==> src/rtl/mem_bus_arbiter.sv <==
// Registered request/grant arbiter sharing one memory port between instruction fetch and data access.
// Define ARB_FAIRNESS_EN to bound consecutive data grants while fetch is waiting.
module mem_bus_arbiter #(
    parameter int unsigned AW             = 64,
    parameter int unsigned DW             = 64,
    parameter int unsigned TIMEOUT_CYCLES = 16,
    parameter int unsigned MAX_MEM_STREAK = 4
) (
    input  logic          CLK,
    input  logic          RESET,
    input  logic          if_req,
    input  logic [AW-1:0] if_addr,
    output logic [DW-1:0] if_rdata,
    output logic          if_ready,
    input  logic          mem_req,
    input  logic          mem_we,
    input  logic [AW-1:0] mem_addr,
    input  logic [DW-1:0] mem_wdata,
    output logic [DW-1:0] mem_rdata,
    output logic          mem_ready,
    output logic          PSEL,
    output logic [AW-1:0] PADDR,
    output logic          PWRITE,
    output logic [DW-1:0] PWDATA,
    input  logic [DW-1:0] PRDATA,
    input  logic          PREADY,
    output logic          bus_err,
    output logic          stall
);

    localparam int unsigned CW = (TIMEOUT_CYCLES > 1) ? $clog2(TIMEOUT_CYCLES) : 1;

    typedef enum logic [1:0] {IDLE, XFER_IF, XFER_MEM} state_t;

    state_t          r_state, w_next_state;
    logic [CW-1:0]   r_wait_cnt;
    logic [AW-1:0]   r_paddr;
    logic            r_pwrite;
    logic [DW-1:0]   r_pwdata;
    logic [DW-1:0]   r_if_rdata, r_mem_rdata;
    logic            r_if_ready, r_mem_ready, r_bus_err;
    logic            w_xfer, w_done, w_abort;
    logic            w_grant_if, w_grant_mem, w_fetch_first;

    assign w_xfer  = (r_state != IDLE);
    assign w_done  = w_xfer & PREADY;
    // PREADY on the final wait cycle wins over the abort.
    assign w_abort = w_xfer & ~PREADY & (r_wait_cnt == CW'(TIMEOUT_CYCLES - 1));

`ifdef ARB_FAIRNESS_EN
    localparam int unsigned SW = $clog2(MAX_MEM_STREAK + 1);
    logic [SW-1:0] r_streak;

    assign w_fetch_first = if_req & (r_streak == SW'(MAX_MEM_STREAK));

    always_ff @(posedge CLK or negedge RESET) begin
        if (!RESET) begin
            r_streak <= '0;
        end else if (r_state == IDLE) begin
            if (!if_req || w_grant_if) r_streak <= '0;
            else if (w_grant_mem)      r_streak <= r_streak + 1'b1;
        end
    end
`else
    assign w_fetch_first = 1'b0;
`endif

    always_comb begin
        w_next_state = r_state;
        w_grant_if   = 1'b0;
        w_grant_mem  = 1'b0;
        case (r_state)
            IDLE: begin
                if (mem_req && !w_fetch_first) begin
                    w_grant_mem  = 1'b1;
                    w_next_state = XFER_MEM;
                end else if (if_req) begin
                    w_grant_if   = 1'b1;
                    w_next_state = XFER_IF;
                end
            end
            XFER_IF, XFER_MEM: begin
                if (w_done || w_abort) w_next_state = IDLE;
            end
            default: w_next_state = IDLE;
        endcase
    end

    always_ff @(posedge CLK or negedge RESET) begin
        if (!RESET) r_state <= IDLE;
        else        r_state <= w_next_state;
    end

    always_ff @(posedge CLK or negedge RESET) begin
        if (!RESET) begin
            r_wait_cnt  <= '0;
            r_paddr     <= '0;
            r_pwrite    <= 1'b0;
            r_pwdata    <= '0;
            r_if_rdata  <= '0;
            r_mem_rdata <= '0;
            r_if_ready  <= 1'b0;
            r_mem_ready <= 1'b0;
            r_bus_err   <= 1'b0;
        end else begin
            r_if_ready  <= 1'b0;
            r_mem_ready <= 1'b0;
            r_bus_err   <= 1'b0;
            if (w_grant_mem) begin
                r_paddr    <= mem_addr;
                r_pwrite   <= mem_we;
                r_pwdata   <= mem_wdata;
                r_wait_cnt <= '0;
            end else if (w_grant_if) begin
                r_paddr    <= if_addr;
                r_pwrite   <= 1'b0;
                r_pwdata   <= '0;
                r_wait_cnt <= '0;
            end else if (w_xfer && !PREADY && !w_abort) begin
                r_wait_cnt <= r_wait_cnt + 1'b1;
            end

            if (w_done) begin
                if (r_state == XFER_IF) begin
                    r_if_rdata <= PRDATA;
                    r_if_ready <= 1'b1;
                end else begin
                    if (!r_pwrite) r_mem_rdata <= PRDATA;
                    r_mem_ready <= 1'b1;
                end
            end else if (w_abort) begin
                r_bus_err <= 1'b1;
                if (r_state == XFER_IF) begin
                    r_if_rdata <= '0;
                    r_if_ready <= 1'b1;
                end else begin
                    r_mem_rdata <= '0;
                    r_mem_ready <= 1'b1;
                end
            end
        end
    end

    assign PSEL      = w_xfer;
    assign PADDR     = r_paddr;
    assign PWRITE    = r_pwrite;
    assign PWDATA    = r_pwdata;
    assign if_rdata  = r_if_rdata;
    assign if_ready  = r_if_ready;
    assign mem_rdata = r_mem_rdata;
    assign mem_ready = r_mem_ready;
    assign bus_err   = r_bus_err;
    // Gated by reset so every output reads 0 while reset is held.
    assign stall     = RESET & ((if_req & ~r_if_ready) | (mem_req & ~r_mem_ready));

endmodule

==> config.mk <==
export PLATFORM = sky130hd
export DESIGN_NAME = mem_bus_arbiter
export DESIGN_NICKNAME = d
export VERILOG_FILES = /design/src/rtl/mem_bus_arbiter.sv
export SDC_FILE = /design/constraint.sdc
export NUM_CORES = 1
export LEC_CHECK = 0
export ABC_AREA = 1
export BUFFER_PORTS_ARGS = -buffer_cell sky130_fd_sc_hd__buf_4
export CAP_MARGIN = 25
export CORE_AREA = 4 4 204 206
export CTS_CLUSTER_SIZE = 40
export DETAILED_ROUTE_END_ITERATION = 12
export DIE_AREA = 0 0 208 210
export PLACE_DENSITY_LB_ADDON = 0.05
export SLEW_MARGIN = 5
export SYNTH_ARGS = -nofsm -noshare
export SYNTH_HDL_FRONTEND = slang
export SYNTH_SLANG_ARGS = --single-unit
==> constraint.sdc <==
create_clock -name CLK -period 2.7 [get_ports CLK]
set_clock_uncertainty 0.2 [all_clocks]
set_input_delay 0.405 -clock CLK [delete_from_list [all_inputs] [get_ports CLK]]
set_output_delay 0.405 -clock CLK [all_outputs]
set_load 0.01 [all_outputs]
==> flow_metrics.py, run 1 <==
metrics = {
    "run_status": {
        "status": "finished clean",
    },
    "final_layout": {
        "fin_nets": 2142,
        "mostFrequentLayoutCells": "buf_4, nand2_1, dfrtp_1, dlygate4sd3_1, nand3_1",
        "mostFrequentLayoutCell": "buf_4",
        "layout-drive-gt1-share_pct": 32.7,
        "fin_util_pct": 48.0,
        "syn_to_final_growth_pct": 72.6,
    },
    "floorplan": {
        "coreArea_um2": 39600,
        "floorplan.initialDensity_pct": 27.8,
        "io_pins": 524,
        "die_area_um2": 43700,
        "die_w_um": 208,
        "row_count": 73,
        "die_h_um": 210,
    },
    "timing": {
        "period_share_pct": 92.3,
        "worst_slew_pin_slew_ns": 0.874,
        "fmax_ghz": 0.401,
        "setup_violations": 0,
        "min_period_ns": 2.49,
        "grt_setup_unrepaired": "false",
        "hold_viol": 0,
        "drv_slew": 0,
        "finalSetupTns_ns": 0,
        "slew_headroom_pct": 41.7,
    },
    "detailed_routing": {
        "avgRoutedWirePerCell_um": 20.0,
        "wl_um": 48500,
        "drcViolationCount": 0,
        "vias": 11300,
        "drt-initial-drc-count": 609,
        "detail-route-antenna-nets": 0,
        "vias_per_cell": 4.65,
        "firstDrtPassIters": 5,
    },
    "logic_synthesis": {
        "ys_seq_elements": 266,
        "yosysWarnings": 0,
        "ys_seq_area_share_pct": 60.4,
        "ys_types": 26,
        "netlist_instances": 1134,
        "avgSynthCellArea_um2": 9.72,
        "syn-num-nets": 1399,
        "syn_area_um2": 11000,
    },
    "hold_path": {
        "holdPathEnd": "r_wait_cnt[3]$_DFFE_PN0P_",
        "hold_depth": 5,
        "hp-start": "mem_req",
        "hold_class": "input pin to flop",
    },
    "critical_path": {
        "crit_path_max_incr_delay_ns": 0.57,
        "reg2reg_depth": 8,
        "r2r-start": "r_state[0]$_DFFE_PN0P_",
        "critical_path_class": "flop to flop",
        "cp_num_buf_inv": 4,
        "cp_max_fo": 66,
        "crit_family": "buffers and inverters",
        "crit_path_start_kind": "flop",
        "cp.required_ns": 2.99,
        "slowest_stage": "dlygate4sd3_1",
        "end_kind": "flop",
        "r2r_end": "PADDR[18]$_DFFE_PN0P_",
        "crit_chain": "inv_1, ha_1, inv_2, a21oi_4, buf_8, o21ai_0, o21ai_1, dlygate4sd3_1",
        "r2r_slack_ns": 0.21,
        "worstPathArrival_ns": 2.78,
    },
    "clocking": {
        "cts-root-buf": "clkbuf_16",
        "insertion_delay_ns": 0.55,
        "cts.reportedPaths.clkPinSlew_ns": 0.06,
        "cts_tree": "done",
        "cts_setup_buffers": 0,
        "clock_sinks": 266,
        "ctsLongestPathBuffers": 3,
        "h-tree-depth": 1,
        "cts_buffers": 31,
    },
    "power": {
        "p_leak_nw": 9.63,
        "p_per_area_nw_per_um2": 1060,
        "pwr-share-clk_pct": 20.6,
        "p_switching_mw": 7.54,
        "p_int_mw": 12.6,
        "pwr-share-comb_pct": 45.5,
        "vdd.ir_drop.worst_uv": 471,
        "p_seq_share_pct": 33.9,
        "swShare_pct": 37.5,
    },
    "global_routing": {
        "grt_pass1_wl_um": 74000,
        "antenna_found_initial": 3,
        "grt_pass1_vias": 12200,
        "grt_usage_pct": 21.2,
        "grt_max_degree": 129,
        "overflow": 0,
    },
    "placed_design": {
        "port_buffers": 523,
        "dp_hpwl_um": 32500,
        "gp_congestion": 0.837,
    },
    "run": {
        "drv_cap": 0,
    },
}
-- layer usage --
layer	wire length, um	share of wire (%)	GRT usage (%)	vias up
met5	0	0	0	-
met4	1580	3.3	6.32	0
met3	3670	7.6	6.07	73
met2	23500	48	35.8	402
met1	19800	41	26.6	5446
li1	-	-	-	5358
-- per-stage QoR --
| stage | hold WS, ns | setup slack (ns) | instance area, um2 | total power [mW] | cells |
|---|---|---|---|---|---|
| 3_3_place_gp | 0.0828 | 0.496 | 15400 | 15.2 | 2108 |
| 4_1_cts | 0.0270 | 0.0230 | 19000 | 20.4 | 2421 |
| 6_report | 0.0679 | 0.207 | 19000 | 20.1 | 2424 |
| 2_1_floorplan | -0.0906 | 0.999 | 11000 | 10.5 | 1134 |
| 3_5_place_dp | 0.0839 | 0.458 | 15400 | 15.3 | 2108 |
| 5_1_grt | 0.100 | 0.00227 | 19000 | 21.4 | 2424 |
-- final cells by class --
type	instances	area, um2
Fill cell	3856	20600
Timing Repair Buffer	807	6860
Sequential cell	266	6660
Multi-Input combinational cell	756	3790
Clock buffer	48	940
Tap cell	525	657
Inverter	15	66.3
Clock inverter	4	47.5
Antenna cell	3	7.51
-- tightest hold or removal path, stage by stage --
cell and delay [ns]:
buf_4 0.11, nor3_1 0.05, nor2_1 0.09, nand3_1 0.07, nand2_1 0.05
-- worst max-delay path by stage --
stage / slack, ns / cells past startpoint / from / end
floorplan: 1.0 / 10 / r_state[0]$_DFFE_PN0P_ / if_rdata[54]$_DFFE_PN0P_
global placement: 0.50 / 10 / r_state[0]$_DFFE_PN0P_ / mem_rdata[18]$_DFFE_PN0P_
detailed placement: 0.46 / 10 / r_state[0]$_DFFE_PN0P_ / mem_rdata[18]$_DFFE_PN0P_
CTS: 0.02 / 8 / r_state[1]$_DFFE_PN0P_ / PADDR[18]$_DFFE_PN0P_
global route: 0.002 / 8 / r_state[1]$_DFFE_PN0P_ / PADDR[10]$_DFFE_PN0P_
finish: 0.21 / 8 / r_state[0]$_DFFE_PN0P_ / PADDR[18]$_DFFE_PN0P_
-- logic make-up (layout without fill, tap and decap cells) --
logic type | Yosys count | count (layout) | synth area share [%]
simple gates | 555 | 555 | 22.6
flops | 266 | 266 | 60.4
compound gates | 197 | 197 | 11.2
buf+inv | 112 | 874 | 5.28
fa+ha+maj | 3 | 3 | 0.341
xor+xnor | 1 | 1 | 0.0795
other cells | 0 | 3 | 0
-- repair_timing --
item                                    4_1_cts  5_1_grt
hold endpoints to repair                    469        0
hold buffers                                261        0
endpoints found under the setup margin        0       43
resized for setup                             0        5
-- power by group through the flow --
| stage | clock (mW) | combinational [mW] | sequential (mW) |
|---|---|---|---|
| after floorplan | 0 | 3.03 | 7.49 |
| after detailed placement | 0 | 8.45 | 6.81 |
| after global placement | 0 | 8.39 | 6.83 |
| after CTS | 4.29 | 9.27 | 6.81 |
| after global routing | 4.43 | 9.99 | 7.03 |
| final | 4.14 | 9.16 | 6.81 |
-- cells in the mapped netlist, drive strengths merged --
| master | instances | area share [%] |
|---|---|---|
| nand2 | 283 | 9.7 |
| dfrtp | 266 | 60 |
| nand3 | 135 | 6.7 |
| o21ai | 129 | 5.9 |
| nor2 | 70 | 2.4 |
| buf | 67 | 3.7 |
| nand4 | 65 | 3.7 |
| a22o | 64 | 5.1 |
| clkbuf | 30 | 1.0 |
| inv | 15 | 0.51 |
| a21oi | 3 | 0.24 |
| ha | 3 | 0.34 |
| and2 | 1 | 0.057 |
| nor3 | 1 | 0.045 |
| o22ai | 1 | 0.057 |
| xor2 | 1 | 0.080 |
-- state kept, by name (all words and copies together), names as in the netlist --
signal and flops:
if_rdata 64, mem_rdata 64, PWRITE 1, PWDATA 64, bus_err 1, mem_ready 1, r_state 2, r_wait_cnt 4
PADDR 64, if_ready 1
Note: power is estimated with default switching activity, not from simulation.
==> run 2: changes to the inputs <==
- REMOVE_ABC_BUFFERS: not set -> 1
- clock period: 2.7 -> 2.4 ns (I/O delays scaled with it)
==> flow_metrics.py, run 2 (synthesized netlist as in run 1, its figures left out) <==
metrics = {
    "floorplan": {
        "row_count": 73,
        "floorplan.initialDensity_pct": 27.8,
        "die_w_um": 208,
        "die_h_um": 210,
        "io_pins": 524,
        "die_area_um2": 43700,
        "coreArea_um2": 39600,
    },
    "timing": {
        "slew_headroom_pct": 46.0,
        "period_share_pct": 87.4,
        "min_period_ns": 2.10,
        "drv_slew": 0,
        "setup_violations": 0,
        "fmax_ghz": 0.476,
        "worst_slew_pin_slew_ns": 0.810,
        "hold_viol": 0,
        "hold_ws_ns": 0.0537,
        "worst_slack_ns": 0.301,
        "grt_setup_unrepaired": "false",
        "finalSetupTns_ns": 0,
    },
    "power": {
        "p_per_area_nw_per_um2": 1170,
        "vdd.ir_drop.worst_uv": 631,
        "p_leak_nw": 9.67,
    },
    "global_routing": {
        "grt_max_degree": 128,
        "grt_usage_pct": 21.1,
        "use_met1_pct": 25.8,
        "grt_pass1_wl_um": 73000,
        "antenna_found_initial": 2,
        "overflow": 0,
        "busiest_layer": "met2",
        "use_met3_pct": 5.25,
        "grt_pass1_vias": 11900,
        "use_met2_pct": 35.7,
    },
    "detailed_routing": {
        "vias": 11300,
        "detail-route-antenna-nets": 0,
        "vias_per_cell": 4.66,
        "drcViolationCount": 0,
        "firstDrtPassIters": 4,
        "avgRoutedWirePerCell_um": 19.8,
        "wl_um": 48100,
        "drt-initial-drc-count": 518,
    },
    "critical_path": {
        "reg2reg_depth": 10,
        "crit_path_max_incr_delay_ns": 0.38,
        "worstPathArrival_ns": 2.36,
        "cp.required_ns": 2.66,
        "r2r_slack_ns": 0.30,
        "cp_common_cell": "nand2_1",
        "cp_max_fo": 64,
        "crit_chain": "inv_1, ha_1, inv_2, nand2_2, clkinv_2, nand2_1, nand3_4, buf_12, nand2_1, nand2_1",
        "critical_path_class": "flop to flop",
        "slowest_stage": "dfrtp_1",
        "crit_path_start_kind": "flop",
        "end_kind": "flop",
    },
    "final_layout": {
        "syn_to_final_growth_pct": 73.6,
        "fin_nets": 2146,
        "layout-drive-gt1-share_pct": 32.6,
        "mostFrequentLayoutCell": "buf_4",
        "fin_area_um2": 19100,
        "stdcell_count": 2430,
        "mostFrequentLayoutCells": "buf_4, nand2_1, dfrtp_1, dlygate4sd3_1, nand3_1",
    },
    "clocking": {
        "ctsLongestPathBuffers": 3,
        "cts-resized-gates": 0,
        "clock_sinks": 266,
        "cts_setup_buffers": 0,
        "cts_buffers": 35,
        "cts.reportedPaths.clkPinSlew_ns": 0.05,
        "insertion_delay_ns": 0.52,
        "h-tree-depth": 2,
        "cts_tree": "done",
        "cts-root-buf": "clkbuf_16",
    },
    "placed_design": {
        "placed_cells": 2108,
        "dp_hpwl_um": 31800,
        "gp_congestion": 0.798,
        "pre_cts_slack_ns": 0.312,
        "place_area_um2": 15400,
        "port_buffers": 523,
    },
    "run_status": {
        "status": "finished clean",
    },
    "run": {
        "drv_cap": 0,
    },
    "hold_path": {
        "hold_depth": 5,
        "hold_class": "input pin to flop",
    },
}
## run 2: cell count changes in the layout (fill, tap and decap cells not counted), sizes merged
cell	change
clkinvlp	-1
inv	-2
clkinv	+3
clkbuf	+6
## run 2: report_power, final
group	internal [mW]	total, mW	switching [mW]
clock	3.04	5.00	1.96
sequential	6.45	7.64	1.18
combinational	4.42	9.70	5.28
total	13.9	22.3	8.43
## run 2: timing repair
| item | CTS | global route |
|---|---|---|
| endpoints found under the hold margin | 526 | 0 |
| hold buffers | 261 | 0 |
| endpoints found under the setup margin | 0 | 0 |
## run 2: worst paths after layout
check / start / endpoint
setup / recovery: r_state[0]$_DFFE_PN0P_ / mem_rdata[27]$_DFFE_PN0P_
hold / removal: mem_req / r_wait_cnt[3]$_DFFE_PN0P_
setup reg to reg: r_state[0]$_DFFE_PN0P_ / mem_rdata[27]$_DFFE_PN0P_
hold reg to reg: mem_rdata[11]$_DFFE_PN0P_ / mem_rdata[11]$_DFFE_PN0P_
max in group asynchronous: RESET / if_rdata[14]$_DFFE_PN0P_
min in group asynchronous: RESET / PADDR[52]$_DFFE_PN0P_
## run 2: through the flow
stage / util (%) / power (mW)
after floorplan: - / 11.5
after global placement: 38.9 / 17.2
after detailed placement: 38.9 / 17.2
after CTS: 48.2 / 22.7
after global routing: 48.2 / 23.7
final: 48.2 / 22.3
## run 2: final cells by class
cell class	count	area, um2
Multi-Input combinational cell	756	3790
Clock buffer	54	1030
Clock inverter	4	45.0
Inverter	15	61.3
Tap cell	525	657
Timing Repair Buffer	807	6880
Sequential cell	266	6660
Fill cell	3842	20500
Antenna cell	3	7.51
## run 2: layer usage
metal	share of wire [%]	vias up
li1	-	5384
met1	40	5474
met2	50	377
met3	6.4	79
met4	3.7	0
met5	0	-
## run 2: critical path: cells and delay by family, from the launching register on
family        cells  cell delay (ns)
buf+inv           4             0.66
simple gates      5             0.50
fa+ha+maj         1             0.23
flops             1             0.38
==> run 3: changes to the inputs <==
--- a/config.mk
+++ b/config.mk
@@ -15,4 +15,5 @@
 export PLACE_DENSITY_LB_ADDON = 0.05
 export REMOVE_ABC_BUFFERS = 1
+export SETUP_SLACK_MARGIN = 0.02
 export SLEW_MARGIN = 5
 export SYNTH_ARGS = -nofsm -noshare
==> constraint.sdc (replaced) <==
create_clock -name CLK -period 2.4 [get_ports CLK]
set_clock_uncertainty 0.2 [all_clocks]
set_input_delay 0.36 -clock CLK [delete_from_list [all_inputs] [get_ports CLK]]
set_output_delay 0.36 -clock CLK [all_outputs]
set_load 0.02 [all_outputs]
==> flow_metrics.py, run 3 (synthesized netlist as in run 1, its figures left out) <==
metrics = {
    "timing": {
        "hold_viol": 0,
        "slew_headroom_pct": 47.9,
        "worst_slew_pin_slew_ns": 0.782,
        "grt_setup_unrepaired": "false",
        "setup_violations": 0,
        "min_period_ns": 2.07,
        "fmax_ghz": 0.484,
        "drv_slew": 0,
        "period_share_pct": 86.1,
        "worst_slack_ns": 0.334,
    },
    "critical_path": {
        "crit_path_start_kind": "flop",
        "worstPathArrival_ns": 2.32,
        "end_kind": "flop",
        "cp_max_fo": 92,
        "critical_path_class": "flop to flop",
        "cp.required_ns": 2.65,
    },
    "clocking": {
        "cts-root-buf": "clkbuf_16",
        "clock_sinks": 266,
        "cts_tree": "done",
        "cts.reportedPaths.clkPinSlew_ns": 0.05,
        "ctsLongestPathBuffers": 3,
        "cts_buffers": 35,
        "h-tree-depth": 2,
        "cts_setup_buffers": 0,
        "insertion_delay_ns": 0.53,
    },
    "power": {
        "vdd.ir_drop.worst_uv": 579,
        "p_per_area_nw_per_um2": 1260,
        "p_leak_nw": 9.72,
    },
    "final_layout": {
        "fin_nets": 2150,
        "mostFrequentLayoutCells": "buf_4, nand2_1, dfrtp_1, dlygate4sd3_1, nand3_1",
        "mostFrequentLayoutCell": "buf_4",
        "syn_to_final_growth_pct": 74.4,
        "layout-drive-gt1-share_pct": 33.0,
        "stdcell_count": 2433,
        "fillCellCount": 3777,
        "multi_input_area_um2": 3790,
        "seq_area_um2": 6660,
    },
    "detailed_routing": {
        "vias": 11400,
        "wl_um": 48800,
        "drt-initial-drc-count": 557,
        "drcViolationCount": 0,
        "firstDrtPassIters": 5,
        "avgRoutedWirePerCell_um": 20.1,
        "vias_per_cell": 4.68,
        "detail-route-antenna-nets": 0,
    },
    "floorplan": {
        "io_pins": 524,
        "die_w_um": 208,
        "die_h_um": 210,
        "row_count": 73,
        "floorplan.initialDensity_pct": 27.8,
        "coreArea_um2": 39600,
        "die_area_um2": 43700,
    },
    "hold_path": {
        "hold_class": "input pin to async pin",
    },
    "global_routing": {
        "antenna_found_initial": 3,
        "overflow": 0,
        "grt_pass1_vias": 12100,
        "grt_max_degree": 120,
        "grt_pass1_wl_um": 75100,
        "grt_usage_pct": 21.6,
    },
    "run_status": {
        "status": "finished clean",
    },
    "placed_design": {
        "placed_cells": 2112,
        "port_buffers": 523,
        "pre_cts_slack_ns": 0.355,
        "gp_congestion": 0.821,
        "dp_hpwl_um": 32500,
    },
    "run": {
        "drv_cap": 0,
    },
}
-- run 3: cell types whose count changed in the layout (fill, tap and decap cells not counted), sizes merged --
cell	previous run	this run
clkbuf	54	52
clkinv	5	4
inv	13	14
diode	3	4
buf	546	550
-- run 3: repair_timing --
item	in CTS	in global routing
hold endpoints to repair	526	0
hold buffers	261	0
gates resized for setup	0	0
-- run 3: path summary, 6_finish.rpt --
kind                                            from                   endpoint  slack [ns]  cells after the start
min reg2reg                mem_rdata[50]$_DFFE_PN0P_  mem_rdata[50]$_DFFE_PN0P_        0.27                      2
min                                            RESET     PWDATA[62]$_DFFE_PN0P_        0.06                      2
max in group asynchronous                      RESET   mem_rdata[4]$_DFFE_PN0P_        0.96                      3
max                           r_state[0]$_DFFE_PN0P_  mem_rdata[53]$_DFFE_PN0P_        0.33                      9
min in group CLK                             mem_req  r_wait_cnt[3]$_DFFE_PN0P_        0.06                      5
max reg2reg                   r_state[0]$_DFFE_PN0P_  mem_rdata[53]$_DFFE_PN0P_        0.33                      9
-- run 3: cell type report --
cell class | instances | area share, %
Multi-Input combinational cell | 756 | 19.7
Inverter | 15 | 0.319
Sequential cell | 266 | 34.6
Tap cell | 525 | 3.42
Antenna cell | 4 | 0.0521
Clock buffer | 52 | 5.53
Timing Repair Buffer | 811 | 36.1
Clock inverter | 4 | 0.254
-- run 3: metrics by stage --
| step | util, % | setup TNS [ns] | area [um2] | total power, mW | hold WS, ns |
|---|---|---|---|---|---|
| 3_5_place_dp | 39.1 | 0 | 15500 | 18.8 | -0.000623 |
| 5_1_grt | 48.5 | 0 | 19200 | 25.5 | 0.0628 |
| 3_3_place_gp | 39.1 | 0 | 15500 | 18.8 | -0.000641 |
| 2_1_floorplan | - | -327.68 | 10500 | 12.9 | -0.136 |
| 4_1_cts | 48.5 | 0 | 19200 | 24.5 | 0.0246 |
| 6_report | 48.5 | 0 | 19200 | 24.1 | 0.0554 |
-- run 3: worst max-delay path: stages, from the launching register on --
cell and delay (ns):
dfrtp_1 0.37, inv_1 0.06, ha_1 0.23, inv_2 0.13
nand2_2 0.10, clkinv_2 0.06, buf_4 0.18, buf_12 0.34
nand4_1 0.14, nand2_1 0.10
-- run 3: metal layers --
| layer | track usage, % | up-vias | wire length [um] |
|---|---|---|---|
| met5 | 0 | - | 0 |
| met4 | 7.95 | 0 | 1520 |
| li1 | - | 5387 | - |
| met3 | 4.24 | 79 | 2550 |
| met1 | 26.9 | 5550 | 20000 |
| met2 | 37.4 | 380 | 24800 |
-- run 3: where the power goes --
group	internal, mW	leakage (nW)	switching (mW)
sequential	6.45	3.35	1.19
combinational	4.54	5.82	6.80
clock	3.14	0.548	1.99
total	14.1	9.72	9.98
